### config.mk
export PLATFORM = sky130hd
export DESIGN_NAME = vga_fb_arbiter
export DESIGN_NICKNAME = d
export VERILOG_FILES = /design/src/rtl/vga_pkg.sv /design/src/rtl/wbuf_fifo.sv /design/src/rtl/vga_fb_arbiter.sv
export SDC_FILE = /design/constraint.sdc
export NUM_CORES = 1
export LEC_CHECK = 0
export CAP_MARGIN = 20
export CORE_ASPECT_RATIO = 0.6
export CORE_MARGIN = 10
export CORE_UTILIZATION = 53
export CTS_CLUSTER_SIZE = 16
export DETAILED_ROUTE_END_ITERATION = 12
export GPL_ROUTABILITY_DRIVEN = 0
export PLACE_DENSITY_LB_ADDON = 0.15
export SETUP_SLACK_MARGIN = 0.5
export SLEW_MARGIN = 30
export SYNTH_ARGS = -nofsm -noshare
export SYNTH_HDL_FRONTEND = slang
export SYNTH_SLANG_ARGS = --single-unit
### constraint.sdc
create_clock -name clk -period 2.8 [get_ports clk]
set_clock_uncertainty 0.15 [all_clocks]
set_input_delay 0.56 -clock clk [delete_from_list [all_inputs] [get_ports clk]]
set_output_delay 0.56 -clock clk [all_outputs]
set_load 0.02 [all_outputs]
### src/rtl/vga_pkg.sv
// Shared definitions for the VGA frame-buffer datapath.
// Contents: frame geometry, frame-buffer address and pixel widths, RGB555
// field positions, and the encoding of the RAM command stage.
package vga_pkg;

    localparam int H_ACTIVE  = 320;
    localparam int V_ACTIVE  = 240;

    // 320 x 240 = 76800 words, so 17 address bits.
    localparam int FB_ADDR_W = 17;
    localparam int PIX_W     = 15;

    // Pixel packing R[14:10] G[9:5] B[4:0].
    localparam int R_MSB = 14;
    localparam int R_LSB = 10;
    localparam int G_MSB = 9;
    localparam int G_LSB = 5;
    localparam int B_MSB = 4;
    localparam int B_LSB = 0;

    // Command that the RAM port carries in a given cycle.
    typedef enum logic [1:0] {
        CMD_IDLE = 2'd0,
        CMD_RD   = 2'd1,
        CMD_WR   = 2'd2
    } mem_cmd_e;

endpackage : vga_pkg

### src/rtl/wbuf_fifo.sv
// Small synchronous FIFO used as the posted-write buffer for drawing writes.
// Ports:
//   clk, rst      clock, asynchronous active-high reset
//   push_i        write push_data_i into the tail (ignored when full)
//   push_data_i   entry to store
//   pop_i         drop the head entry (ignored when empty)
//   head_o        current head entry, readable in the same cycle
//   level_o       occupancy, 0..DEPTH
//   full_o        level_o == DEPTH
//   empty_o       level_o == 0
module wbuf_fifo #(
    parameter int WIDTH = 32,
    parameter int DEPTH = 4
) (
    input  logic                     clk,
    input  logic                     rst,
    input  logic                     push_i,
    input  logic [WIDTH-1:0]         push_data_i,
    input  logic                     pop_i,
    output logic [WIDTH-1:0]         head_o,
    output logic [$clog2(DEPTH):0]   level_o,
    output logic                     full_o,
    output logic                     empty_o
);

    localparam int PTR_W = $clog2(DEPTH);
    localparam int LVL_W = PTR_W + 1;
    localparam logic [LVL_W-1:0] DEPTH_L = LVL_W'(DEPTH);

    logic [WIDTH-1:0] store_q [DEPTH];
    logic [PTR_W-1:0] wr_ptr_q, rd_ptr_q;
    logic [LVL_W-1:0] level_q, level_d;
    logic             push_ok, pop_ok;

    assign full_o  = (level_q == DEPTH_L);
    assign empty_o = (level_q == '0);
    assign level_o = level_q;
    assign head_o  = store_q[rd_ptr_q];

    assign push_ok = push_i && !full_o;
    assign pop_ok  = pop_i && !empty_o;

    // Level is tracked separately so the pointers can wrap naturally and
    // full/empty never need an extra pointer bit.
    always_comb begin
        level_d = level_q;
        if (push_ok && !pop_ok) begin
            level_d = level_q + 1'b1;
        end else if (!push_ok && pop_ok) begin
            level_d = level_q - 1'b1;
        end
    end

    always_ff @(posedge clk or posedge rst) begin
        if (rst) begin
            wr_ptr_q <= '0;
            rd_ptr_q <= '0;
            level_q  <= '0;
        end else begin
            if (push_ok) wr_ptr_q <= wr_ptr_q + 1'b1;
            if (pop_ok)  rd_ptr_q <= rd_ptr_q + 1'b1;
            level_q <= level_d;
        end
    end

    // Storage carries no reset; stale entries are unreachable once the
    // pointers and level are cleared.
    always_ff @(posedge clk) begin
        if (push_ok) store_q[wr_ptr_q] <= push_data_i;
    end

endmodule : wbuf_fifo

### src/rtl/vga_fb_arbiter.sv
// Arbiter sharing one single-port frame-buffer RAM between VGA scan-out reads
// (absolute priority, fixed 2-cycle latency) and drawing-engine writes
// (posted through a small FIFO, drained in cycles scan-out leaves free).
// Ports:
//   clk, rst                          clock, asynchronous active-high reset
//   disp_req_i, disp_addr_i           scan-out read request pulse + address
//   disp_valid_o, disp_data_o         read return, 2 cycles after disp_req_i
//   wr_valid_i, wr_ready_o            drawing write handshake
//   wr_addr_i, wr_data_i              drawing write address / pixel
//   mem_en_o, mem_we_o                registered RAM strobe / write enable
//   mem_addr_o, mem_wdata_o           registered RAM address / write data
//   mem_rdata_i                       RAM read data, 1 cycle after a read strobe
//   wbuf_level_o                      write-buffer occupancy
//   starve_o                          sticky: a buffered write waited too long
module vga_fb_arbiter
    import vga_pkg::*;
#(
    parameter int ADDR_W       = FB_ADDR_W,
    parameter int DATA_W       = PIX_W,
    parameter int WBUF_DEPTH   = 4,
    parameter int STARVE_LIMIT = 64
) (
    input  logic                          clk,
    input  logic                          rst,
    input  logic                          disp_req_i,
    input  logic [ADDR_W-1:0]             disp_addr_i,
    output logic                          disp_valid_o,
    output logic [DATA_W-1:0]             disp_data_o,
    input  logic                          wr_valid_i,
    output logic                          wr_ready_o,
    input  logic [ADDR_W-1:0]             wr_addr_i,
    input  logic [DATA_W-1:0]             wr_data_i,
    output logic                          mem_en_o,
    output logic                          mem_we_o,
    output logic [ADDR_W-1:0]             mem_addr_o,
    output logic [DATA_W-1:0]             mem_wdata_o,
    input  logic [DATA_W-1:0]             mem_rdata_i,
    output logic [$clog2(WBUF_DEPTH):0]   wbuf_level_o,
    output logic                          starve_o
);

    localparam int CNT_W = $clog2(STARVE_LIMIT + 1);
    localparam logic [CNT_W-1:0] LIMIT_L = CNT_W'(STARVE_LIMIT);

    logic [ADDR_W+DATA_W-1:0] head;
    logic                     fifo_full, fifo_empty;
    logic                     push, pop;
    mem_cmd_e                 cmd_d;

    logic                     mem_en_q, mem_we_q;
    logic [ADDR_W-1:0]        mem_addr_q;
    logic [DATA_W-1:0]        mem_wdata_q;
    logic                     disp_valid_q;
    logic [CNT_W-1:0]         starve_cnt_q, starve_cnt_d;
    logic                     starve_q;

    // Ready comes only from the registered level: a pop in the same cycle
    // does not open a slot until the next cycle.
    assign wr_ready_o = !fifo_full;
    assign push       = wr_valid_i && wr_ready_o;
    assign pop        = (cmd_d == CMD_WR);

    wbuf_fifo #(
        .WIDTH (ADDR_W + DATA_W),
        .DEPTH (WBUF_DEPTH)
    ) u_wbuf (
        .clk         (clk),
        .rst         (rst),
        .push_i      (push),
        .push_data_i ({wr_addr_i, wr_data_i}),
        .pop_i       (pop),
        .head_o      (head),
        .level_o     (wbuf_level_o),
        .full_o      (fifo_full),
        .empty_o     (fifo_empty)
    );

    // Scan-out always wins; the buffer head drains only in free cycles.
    always_comb begin
        cmd_d = CMD_IDLE;
        if (disp_req_i) begin
            cmd_d = CMD_RD;
        end else if (!fifo_empty) begin
            cmd_d = CMD_WR;
        end
    end

    // The counter only runs while a write is pending and blocked, and
    // saturates at the limit so it cannot wrap and look healthy again.
    always_comb begin
        starve_cnt_d = starve_cnt_q;
        if (pop) begin
            starve_cnt_d = '0;
        end else if (!fifo_empty && (starve_cnt_q != LIMIT_L)) begin
            starve_cnt_d = starve_cnt_q + 1'b1;
        end
    end

    always_ff @(posedge clk or posedge rst) begin
        if (rst) begin
            mem_en_q     <= 1'b0;
            mem_we_q     <= 1'b0;
            mem_addr_q   <= '0;
            mem_wdata_q  <= '0;
            disp_valid_q <= 1'b0;
            starve_cnt_q <= '0;
            starve_q     <= 1'b0;
        end else begin
            mem_en_q <= (cmd_d != CMD_IDLE);
            mem_we_q <= (cmd_d == CMD_WR);
            case (cmd_d)
                CMD_RD: begin
                    mem_addr_q <= disp_addr_i;
                end
                CMD_WR: begin
                    mem_addr_q  <= head[ADDR_W+DATA_W-1:DATA_W];
                    mem_wdata_q <= head[DATA_W-1:0];
                end
                default: begin
                    // Idle: hold the bus to avoid needless toggling.
                end
            endcase
            // A read strobe on the bus now returns data next cycle.
            disp_valid_q <= mem_en_q && !mem_we_q;
            starve_cnt_q <= starve_cnt_d;
            starve_q     <= starve_q || (starve_cnt_d == LIMIT_L);
        end
    end

    assign mem_en_o    = mem_en_q;
    assign mem_we_o    = mem_we_q;
    assign mem_addr_o  = mem_addr_q;
    assign mem_wdata_o = mem_wdata_q;
    assign starve_o    = starve_q;
    assign disp_valid_o = disp_valid_q;

    // The RAM's own output register is the pixel register of this path, so
    // re-registering it would cost the fixed 2-cycle latency. The data is
    // masked outside valid cycles so the port idles at zero.
    assign disp_data_o = disp_valid_q ? mem_rdata_i : '0;

endmodule : vga_fb_arbiter

-- After elaboration in Yosys (flattened, before gate mapping)
Memory sizes are Yosys's and may differ from the RTL's.
Index checks and enable logic that the tools add are counted.
- flip-flop bits (word level): 50
- bits in latches: 0
- bits in writable memories: 128
- memory bits (read-only): 0
- input bits: 68
- output and inout bits: 55
- word-level logic and storage cells: 48
- memories: 1
- add/sub/neg operators: 5
- multipliers: 0
- div/mod/pow operators: 0
- magnitude comparators: 0
- equality and inequality tests: 5
- shift operators: 0
- muxes and demuxes: 10
- bitwise operators: 0
- reduce and logical (&&, ||, !) cells: 17
- memory list (memory ; words ; width ; rd ports ; clocked after memory_dff ; write ports ; line ; source):
    u_wbuf.store_q ; 4 ; 32 ; 1 ; 0 ; 1 ; wbuf_fifo.sv:30 ; logic [WIDTH-1:0] store_q [DEPTH];
- operators by type and width (cell ; number):
    17-bit one-hot mux with 2 select lines ; 1
    15-bit two-way mux ; 1
    7-bit two-way mux ; 2
    7-bit by 1-bit adder with 7-bit output (second input constant) ; 1
    7-bit == test (second input constant) ; 1
    1-bit logical AND ; 7
    7-bit inequality test (second input constant) ; 1
    3-bit two-way mux ; 2
    2-bit nonzero test ; 3
    1-bit logical NOT ; 5
    2-bit by 1-bit adder with 2-bit output (second input constant) ; 2
    2-bit two-way mux ; 2
    3-bit by 1-bit adder with 3-bit output (second input constant) ; 1
    3-bit == test (second input constant) ; 1
    3-bit logical NOT ; 1
    3-bit by 1-bit subtractor with 3-bit output (second input constant) ; 1
    2-bit by 1-bit == test with 1-bit output (second input constant) ; 1
    2-bit == test (second input constant) ; 1
    1-bit two-way mux ; 2
    1-bit logical OR ; 1

-- Longest topological paths before layout
Gate-level depths: netlist (run 1).
- word-level depth: 8
- gate-level depth with buffers: 9
- mapped depth without buffers: 9

-- Cells and area by module
From an unflattened synthesis (run 1), not the netlist that was laid out.
- cells, all modules: 388
- area total of the unflattened synthesis: 7166.9 um^2
- modules (own cells, without submodules) (module ; times used ; cells each ; area an instance (um^2) ; sequential area each (um^2)):
    wbuf_fifo ; 1 ; 204 ; 5104.9 ; 4018.9
    vga_fb_arbiter ; 1 ; 184 ; 2062.0 ; 1076.0

-- Least setup slack after synthesis (run 1)
OpenSTA, ideal clock, no wires.
- path kind: register to register
- from: reg u_wbuf.level_q[0], in the netlist u_wbuf.level_o[0]
- to: reg u_wbuf.level_q[2], in the netlist u_wbuf.level_o[2]
- setup time: 0.080 ns
- data arrival time: 2.112 ns
- data required time: 2.570 ns
- slack: 0.457 ns
- stages on the path, launching flop included: 10
- buffers on the path: 0
- clock period less this slack: 2.343 ns
- path through: dfrtp_1 > nor2_1 > nand2_1 > and2_1 > ha_1 > inv_1 > fa_1 > xor2_1 > nor2_1 > xor2_1
- elaborated cells on any way between the ends: 19
- those cells by class: add/sub (2); eq/ne (2); mux (4); reduce/logical (11)
- RTL lines (what ; line ; source):
    start, declared ; wbuf_fifo.sv:32 ; logic [LVL_W-1:0] level_q, level_d;
    start signal, assigned ; wbuf_fifo.sv:62 ; level_q <= level_d;
    3-bit == test * ; wbuf_fifo.sv:35 ; assign full_o = (level_q == DEPTH_L);
    1-bit logical NOT * ; vga_fb_arbiter.sv:59 ; assign wr_ready_o = !fifo_full;
    net wr_ready_o ; vga_fb_arbiter.sv:30 ; output logic wr_ready_o,
    1-bit logical AND ; vga_fb_arbiter.sv:60 ; assign push = wr_valid_i && wr_ready_o;
    1-bit logical AND * ; wbuf_fifo.sv:40 ; assign push_ok = push_i && !full_o;
    net u_wbuf.push_ok ; wbuf_fifo.sv:33 ; logic push_ok, pop_ok;
    1-bit logical NOT ; wbuf_fifo.sv:49 ; end else if (!push_ok && pop_ok) begin
    1-bit logical AND ; wbuf_fifo.sv:49 ;
    2-bit nonzero test (no source line) ; -- ;
Mark *: on every way through the listed nets, which the timed path passes. The rest lies on a longest branch. The select of a mux whose other input is x is not followed.
A chain may end at the register's enable or synchronous reset.

-- Worst setup path after layout (run 1)
- from: in mem_rdata_i[13]
- to: out disp_data_o[13]
- cells in the longest elaborated chain, start to end: 1
- RTL lines (what ; line ; source):
    start, declared ; vga_fb_arbiter.sv:37 ; input logic [DATA_W-1:0] mem_rdata_i,
    15-bit two-way mux ; vga_fb_arbiter.sv:140 ; assign disp_data_o = disp_valid_q ? mem_rdata_i : '0;
    end, declared ; vga_fb_arbiter.sv:28 ; output logic [DATA_W-1:0] disp_data_o,
Every way passes these cells.

==> impl_metrics.tcl, run 1 <==
set metrics [dict create \
    status "finished, final reports clean" \
    mostFrequentLayoutCells "edfxtp_1 (128), clkdlybuf4s50_1 (104), dfrtp_1 (45)" \
    min_period_ps 2220 \
    seqPwrFrac_pct 41.7 \
    ys_types 45 \
    dieWidth_um 169 \
    ys_async_sr_fraction_pct 28.1 \
    core_mm2 0.0129 \
    slowest_delay_ps 460 \
    hold_viol 0 \
    n_fill_cell 829 \
    crit_fanout 1 \
    root_buffer "clkbuf_16" \
    path_cells "clkdlybuf4s50_1, and2_1, dlygate4sd2_1" \
    start_kind "input port" \
    vias 3819 \
    synth_top_family_by_area "multiplexers" \
    final_common_cell "edfxtp_1" \
    power_leakage_uw 0.00348 \
    clock_path_buffers 2 \
    cts_hold_buffers 0 \
    post_drt_wl_per_cell_um 21.0 \
    dpl.hpwl_um 9630 \
    grtUsageMet3_pct 5.13 \
    grt-ovfl-total 0 \
    relSlewSlack_pct 53.2 \
    postSynthAreaPerCell_um2 18.6 \
    worst_slew_pin_slew_ps 702 \
    grtUsageMet2_pct 26.4 \
    worst-path-buf-inv 2 \
    netlist_instances 379 \
    rows 32 \
    first_iter_violations 306 \
    synth.net_count 455 \
    drv_slew 0 \
    portBuffers 122 \
    synthToLayoutAreaGrowth_pct 30.0 \
    cts_tree "yes" \
    grt_busiest_layer "met2" \
    cp_data_arrival_time_ps 1510 \
    power.net_switching_uw 2920 \
    synth_ff_type "edfxtp_1" \
    cts_buffers 17 \
    critPathCaptureType "output pin" \
    p_int_uw 6450 \
    design_area_mm2 0.00918 \
    clkLatencyLatePin_ps 410 \
    setup_viol 0 \
    power.share.switching_pct 31.1 \
    first_pass_iters 4 \
    top_level_ports 123 \
    antenna_found_initial 0 \
    start_util_pct 54.6 \
    yosys.area_share.simple_pct 5.10 \
    crit_family "buffers and inverters" \
    gr-usage-all-layers_pct 16.5 \
    worstPathRequired_ps 2090 \
    path_clk_slew_ps 70 \
    pwr-share-comb_pct 33.9 \
    max_freq_mhz 451 \
    num_antenna_cells 0 \
    synth_seq_cells 178 \
    fin_nets 597 \
    critPathKind "in2out" \
    place_area_mm2 0.00857 \
    cts_sinks 178 \
    rsz0062_at_grt "no" \
    die-area_mm2 0.0185 \
    grt_use_met1_pct 21.4 \
    wl_um 14800 \
    synth.area.mux_share_pct 15.8 \
    drive_above_1_share_pct 21.0 \
    vias_per_cell 5.42 \
    synth_xor_xnor_area_share_pct 0.744 \
    grt_pass1_wl_um 23300 \
    post-route-period-util_pct 79.1 \
    grt_max_degree 51 \
    cp_slowest_cell "clkdlybuf4s50_1" \
    setup_slack_ps 585 \
    ff2ff_setup_slack_ps 610 \
    die_y_um 109 \
    fin_setup_tns_ps 0 \
    post_synth_fa_ha_maj_area_fraction_pct 1.52 \
    ant_nets 0 \
    p_clk_share_pct 24.4 \
    min_path_type "reg2reg" \
    drv_cap 0 \
    synth-compound-area-share_pct 2.82 \
    yosysSeqAreaShare_pct 72.2 \
    drc_errors 0 \
    preCtsSetupSlack_ps 221 \
    synth_edf_count 128 \
    peakVddDrop_v 0.000643 \
    syn-cell-area_mm2 0.00706 \
    htree_levels 4 \
    hold_slack_ps 270 \
    yosysWarningCount 0 \
    powerDensity_mw_per_mm2 1020 \
    grt_pass1_vias 4113 \
]
-- state kept, by name, indices dropped and copies added, names as in the netlist --
signal and flops:
disp_valid_o 1, mem_en_o 1, starve_cnt_q 7, u_wbuf.wr_ptr_q 2
mem_we_o 1, mem_addr_o 17, starve_o 1, u_wbuf.rd_ptr_q 2
mem_wdata_o 15, u_wbuf.store_q 128, u_wbuf.level_o 3
-- cell usage after synthesis, types with 2 or more instances --
cell type | count | area, um2
nand2_1 | 24 | 90.1
mux2_2 | 6 | 67.6
edfxtp_1 | 128 | 3840
mux2_1 | 3 | 33.8
and2_1 | 16 | 100
and3_1 | 4 | 25.0
ha_1 | 7 | 87.6
buf_6 | 2 | 22.5
mux2i_1 | 17 | 170
inv_1 | 9 | 33.8
nor2_1 | 4 | 15.0
mux4_2 | 32 | 721
clkbuf_1 | 6 | 22.5
o21ai_1 | 19 | 95.1
a21oi_1 | 2 | 10.0
mux2_4 | 8 | 120
or3_1 | 2 | 12.5
nand3_1 | 2 | 10.0
dfrtp_1 | 50 | 1250
xnor2_1 | 4 | 35.0
nor4_1 | 2 | 12.5
buf_4 | 4 | 30.0
buf_2 | 3 | 15.0
o21ai_0 | 3 | 15.0
xor2_1 | 2 | 17.5
-- per-layer routing --
metal  routed length [um]  vias to the layer above
li1                     -                     1744
met1                 6620                     1980
met2                 7230                       87
met3                  850                        8
met4                   97                        0
met5                    0                        -
-- repair_timing --
action | CTS | global route
gates resized for setup | 18 | 3
endpoints found under the setup margin | 19 | 3
buffers inserted | 0 | 5
-- final cells by class --
cell class / instances / area [um2] / share of cell area (%)
sequential: 178 / 5100 / 55.6
multi-input combinational: 175 / 1840 / 20.0
timing repair buffer: 139 / 1410 / 15.3
clock buffer: 18 / 429 / 4.68
tap: 170 / 213 / 2.32
clock inverter: 14 / 148 / 1.61
inverter: 10 / 40.0 / 0.436
-- cells by family (layout without fill, tap and decap cells) --
| kind of cell | Yosys count | in the layout |
|---|---|---|
| buffers and inverters | 26 | 181 |
| adders and majority gates | 8 | 8 |
| AOI/OAI and AO/OA | 32 | 32 |
| muxes | 66 | 66 |
| DFF | 178 | 178 |
| and+or+nand+nor | 63 | 63 |
| xor gates and xnor gates | 6 | 6 |
-- power groups by stage --
stage                     logic (uW)  registers [uW]  clock network [uW]
after detailed placement        3180            3980                   0
after CTS                       3150            3940                2330
after floorplan                 1750            4100                   0
final                           3170            3910                2290
after global routing            3410            3990                2460
after global placement          3130            3940                   0
-- through the flow --
step / total power, uW / instances / utilization (%)
final: 9370 / 704 / 71.0
after global routing: 9860 / 704 / 71.0
after CTS: 9420 / 699 / 70.6
after detailed placement: 7160 / 667 / 66.3
after global placement: 7070 / 667 / 66.3
after floorplan: 5850 / 379 / -
-- final timing paths --
path | from | to | cells after the start
worst max-delay path | mem_rdata_i[13] | disp_data_o[13] | 3
worst min-delay path | mem_we_o$_DFF_PP0_ | disp_valid_o$_DFF_PP0_ | 1
worst max register to register | u_wbuf.level_o[0]$_DFFE_PP0P_ | u_wbuf.level_o[2]$_DFFE_PP0P_ | 8
worst min register to register | mem_we_o$_DFF_PP0_ | disp_valid_o$_DFF_PP0_ | 1
max in group asynchronous | rst | u_wbuf.level_o[0]$_DFFE_PP0P_ | 3
min in group asynchronous | rst | mem_wdata_o[6]$_DFFE_PP0N_ | 3
(Power assumes the default switching activity.)
==> run 2: changes to the inputs <==
clock period = 2.2 ns   (was 2.8 ns; I/O delays follow)
==> run 2 against run 1 <==
- sequential power rose by 25%
- critical path depth rose by 6
- largest cell class unchanged
- global-route usage rose by 0.75 points
- clock-buffer cell count did not move
- combinational power rose by 65%
- largest power group is now combinational cells
- cell area rose by 7.7%
- clock power rose by 31%
- hold slack improved by 9.0 ps
==> impl_metrics.tcl, run 2 (synthesis gave the netlist of run 1 again) <==
set metrics [dict create \
    powerDensity_mw_per_mm2 1330 \
    cts_hold_buffers 0 \
    status "finished, final reports clean" \
    pwr-share-comb_pct 40.0 \
    crit_fanout 8 \
    vias 4035 \
    grt_max_degree 51 \
    drv_slew 0 \
    first_iter_violations 262 \
    hold_viol 0 \
    fin_setup_tns_ps 0 \
    final_common_cell "edfxtp_1" \
    power_uw 13100 \
    num_antenna_cells 0 \
    setup_viol 0 \
    vias_per_cell 5.38 \
    ant_nets 0 \
    cts_buffers 17 \
    dpl.hpwl_um 9800 \
    rsz0062_at_grt "yes" \
    dieWidth_um 169 \
    cp_data_arrival_time_ps 2240 \
    start_kind "register" \
    die_y_um 109 \
    relSlewSlack_pct 77.1 \
    min_path_type "in2async" \
    grt_pass1_wl_um 24200 \
    place_area_mm2 0.00871 \
    wl_um 16500 \
    cts_sinks 178 \
    top_level_ports 123 \
    peakVddDrop_v 0.000949 \
    drc_errors 0 \
    seqPwrFrac_pct 37.3 \
    start_util_pct 54.6 \
    post_drt_wl_per_cell_um 22.0 \
    antenna_found_initial 1 \
    p_clk_share_pct 22.8 \
    grt-ovfl-total 0 \
    drv_cap 0 \
    mostFrequentLayoutCells "edfxtp_1 (128), clkdlybuf4s50_1 (67), dfrtp_1 (44)" \
    worst_slew_pin_slew_ps 344 \
    hold_slack_ps 279 \
    power_leakage_uw 0.00388 \
    clock_path_buffers 2 \
    first_pass_iters 5 \
    gr-usage-all-layers_pct 17.2 \
    power.net_switching_uw 4240 \
    die-area_mm2 0.0185 \
    root_buffer "clkbuf_16" \
    max_freq_mhz 482 \
    clkLatencyLatePin_ps 430 \
    portBuffers 122 \
    largest_reg_flops 128 \
    register_area_mm2 0.00510 \
    drive_above_1_share_pct 41.4 \
    n_fill_cell 731 \
    path_clk_slew_ps 80 \
    fin_nets 643 \
    ff2ff_setup_slack_ps 120 \
    rows 32 \
    multi_input_area_mm2 0.00197 \
    critPathCaptureType "register" \
    cts_tree "yes" \
    post-route-period-util_pct 94.4 \
    core_mm2 0.0129 \
    htree_levels 4 \
    min_period_ps 2080 \
    grt_pass1_vias 4222 \
    power.share.switching_pct 32.3 \
    synthToLayoutAreaGrowth_pct 40.0 \
    design_area_mm2 0.00989 \
    worstPathRequired_ps 2360 \
    p_int_uw 8870 \
    critPathKind "reg2reg" \
    regMostFlops "u_wbuf.store_q" \
]
## run 2: cell types whose count changed in the layout (fill, tap and decap cells not counted), moves of 15 or more
cell | previous run | this run
and2_1 | 16 | 0
buf_4 | 11 | 28
and2_4 | 0 | 16
buf_2 | 0 | 15
dlygate4sd2_1 | 16 | 1
clkdlybuf4s15_2 | 0 | 17
buf_6 | 0 | 35
clkdlybuf4s50_1 | 104 | 67
## run 2: final timing paths
path | start | endpoint | cells after the start
worst max-delay path | u_wbuf.level_o[2]$_DFFE_PP0P_ | mem_wdata_o[4]$_DFFE_PP0N_ | 9
worst min-delay path | rst | mem_en_o$_DFF_PP0_ | 3
worst max register to register | u_wbuf.level_o[2]$_DFFE_PP0P_ | mem_wdata_o[4]$_DFFE_PP0N_ | 9
worst min register to register | mem_we_o$_DFF_PP0_ | disp_valid_o$_DFF_PP0_ | 1
max in group asynchronous | rst | u_wbuf.rd_ptr_q[1]$_DFFE_PP0P_ | 3
min in group clk | mem_we_o$_DFF_PP0_ | disp_valid_o$_DFF_PP0_ | 1
## run 2: metrics by stage
step,util [%],instances,setup slack [ps]
global route,76.5,750,33.3
CTS,74.9,734,121
finish,76.5,750,124
global placement,67.3,678,-18.0
detailed placement,67.3,678,-79.1
floorplan,-,379,63.4
## run 2: final cells by class
class | instances | area share [%]
Inverter | 10 | 0.582
Clock buffer | 18 | 4.34
Timing Repair inverter | 2 | 0.278
Clock inverter | 14 | 1.63
Tap cell | 170 | 2.15
Sequential cell | 178 | 51.6
Multi-Input combinational cell | 175 | 19.9
Timing Repair Buffer | 183 | 19.5
## run 2: power by group through the flow
| stage | Sequential [uW] | Combinational [uW] | Clock, uW |
|---|---|---|---|
| after detailed placement | 4940 | 4320 | 0 |
| after floorplan | 5220 | 2290 | 0 |
| final | 4880 | 5240 | 2990 |
| after global placement | 4890 | 4230 | 0 |
| after CTS | 4880 | 4800 | 3030 |
| after global routing | 4970 | 5600 | 3190 |
## run 2: what timing repair did
action                     CTS  global route
pin swaps                    7             2
gates resized for setup    248            52
buffers inserted            20            15
gates cloned                 4             1
setup endpoints to repair  100           127
## run 2: critical path, stage by stage (launching register included)
cell and delay (ps):
dfrtp_2 420, or3_4 410, nand2b_4 100, buf_4 110, buf_6 80, buf_6 80
buf_6 90, buf_12 160, inv_12 60, mux2_4 290
## run 2: layer usage
metal  wire, um  track usage, %
met1       6900            22.3
met2       8350            27.9
met3       1120            5.31
met4        129            5.09
met5          0               0
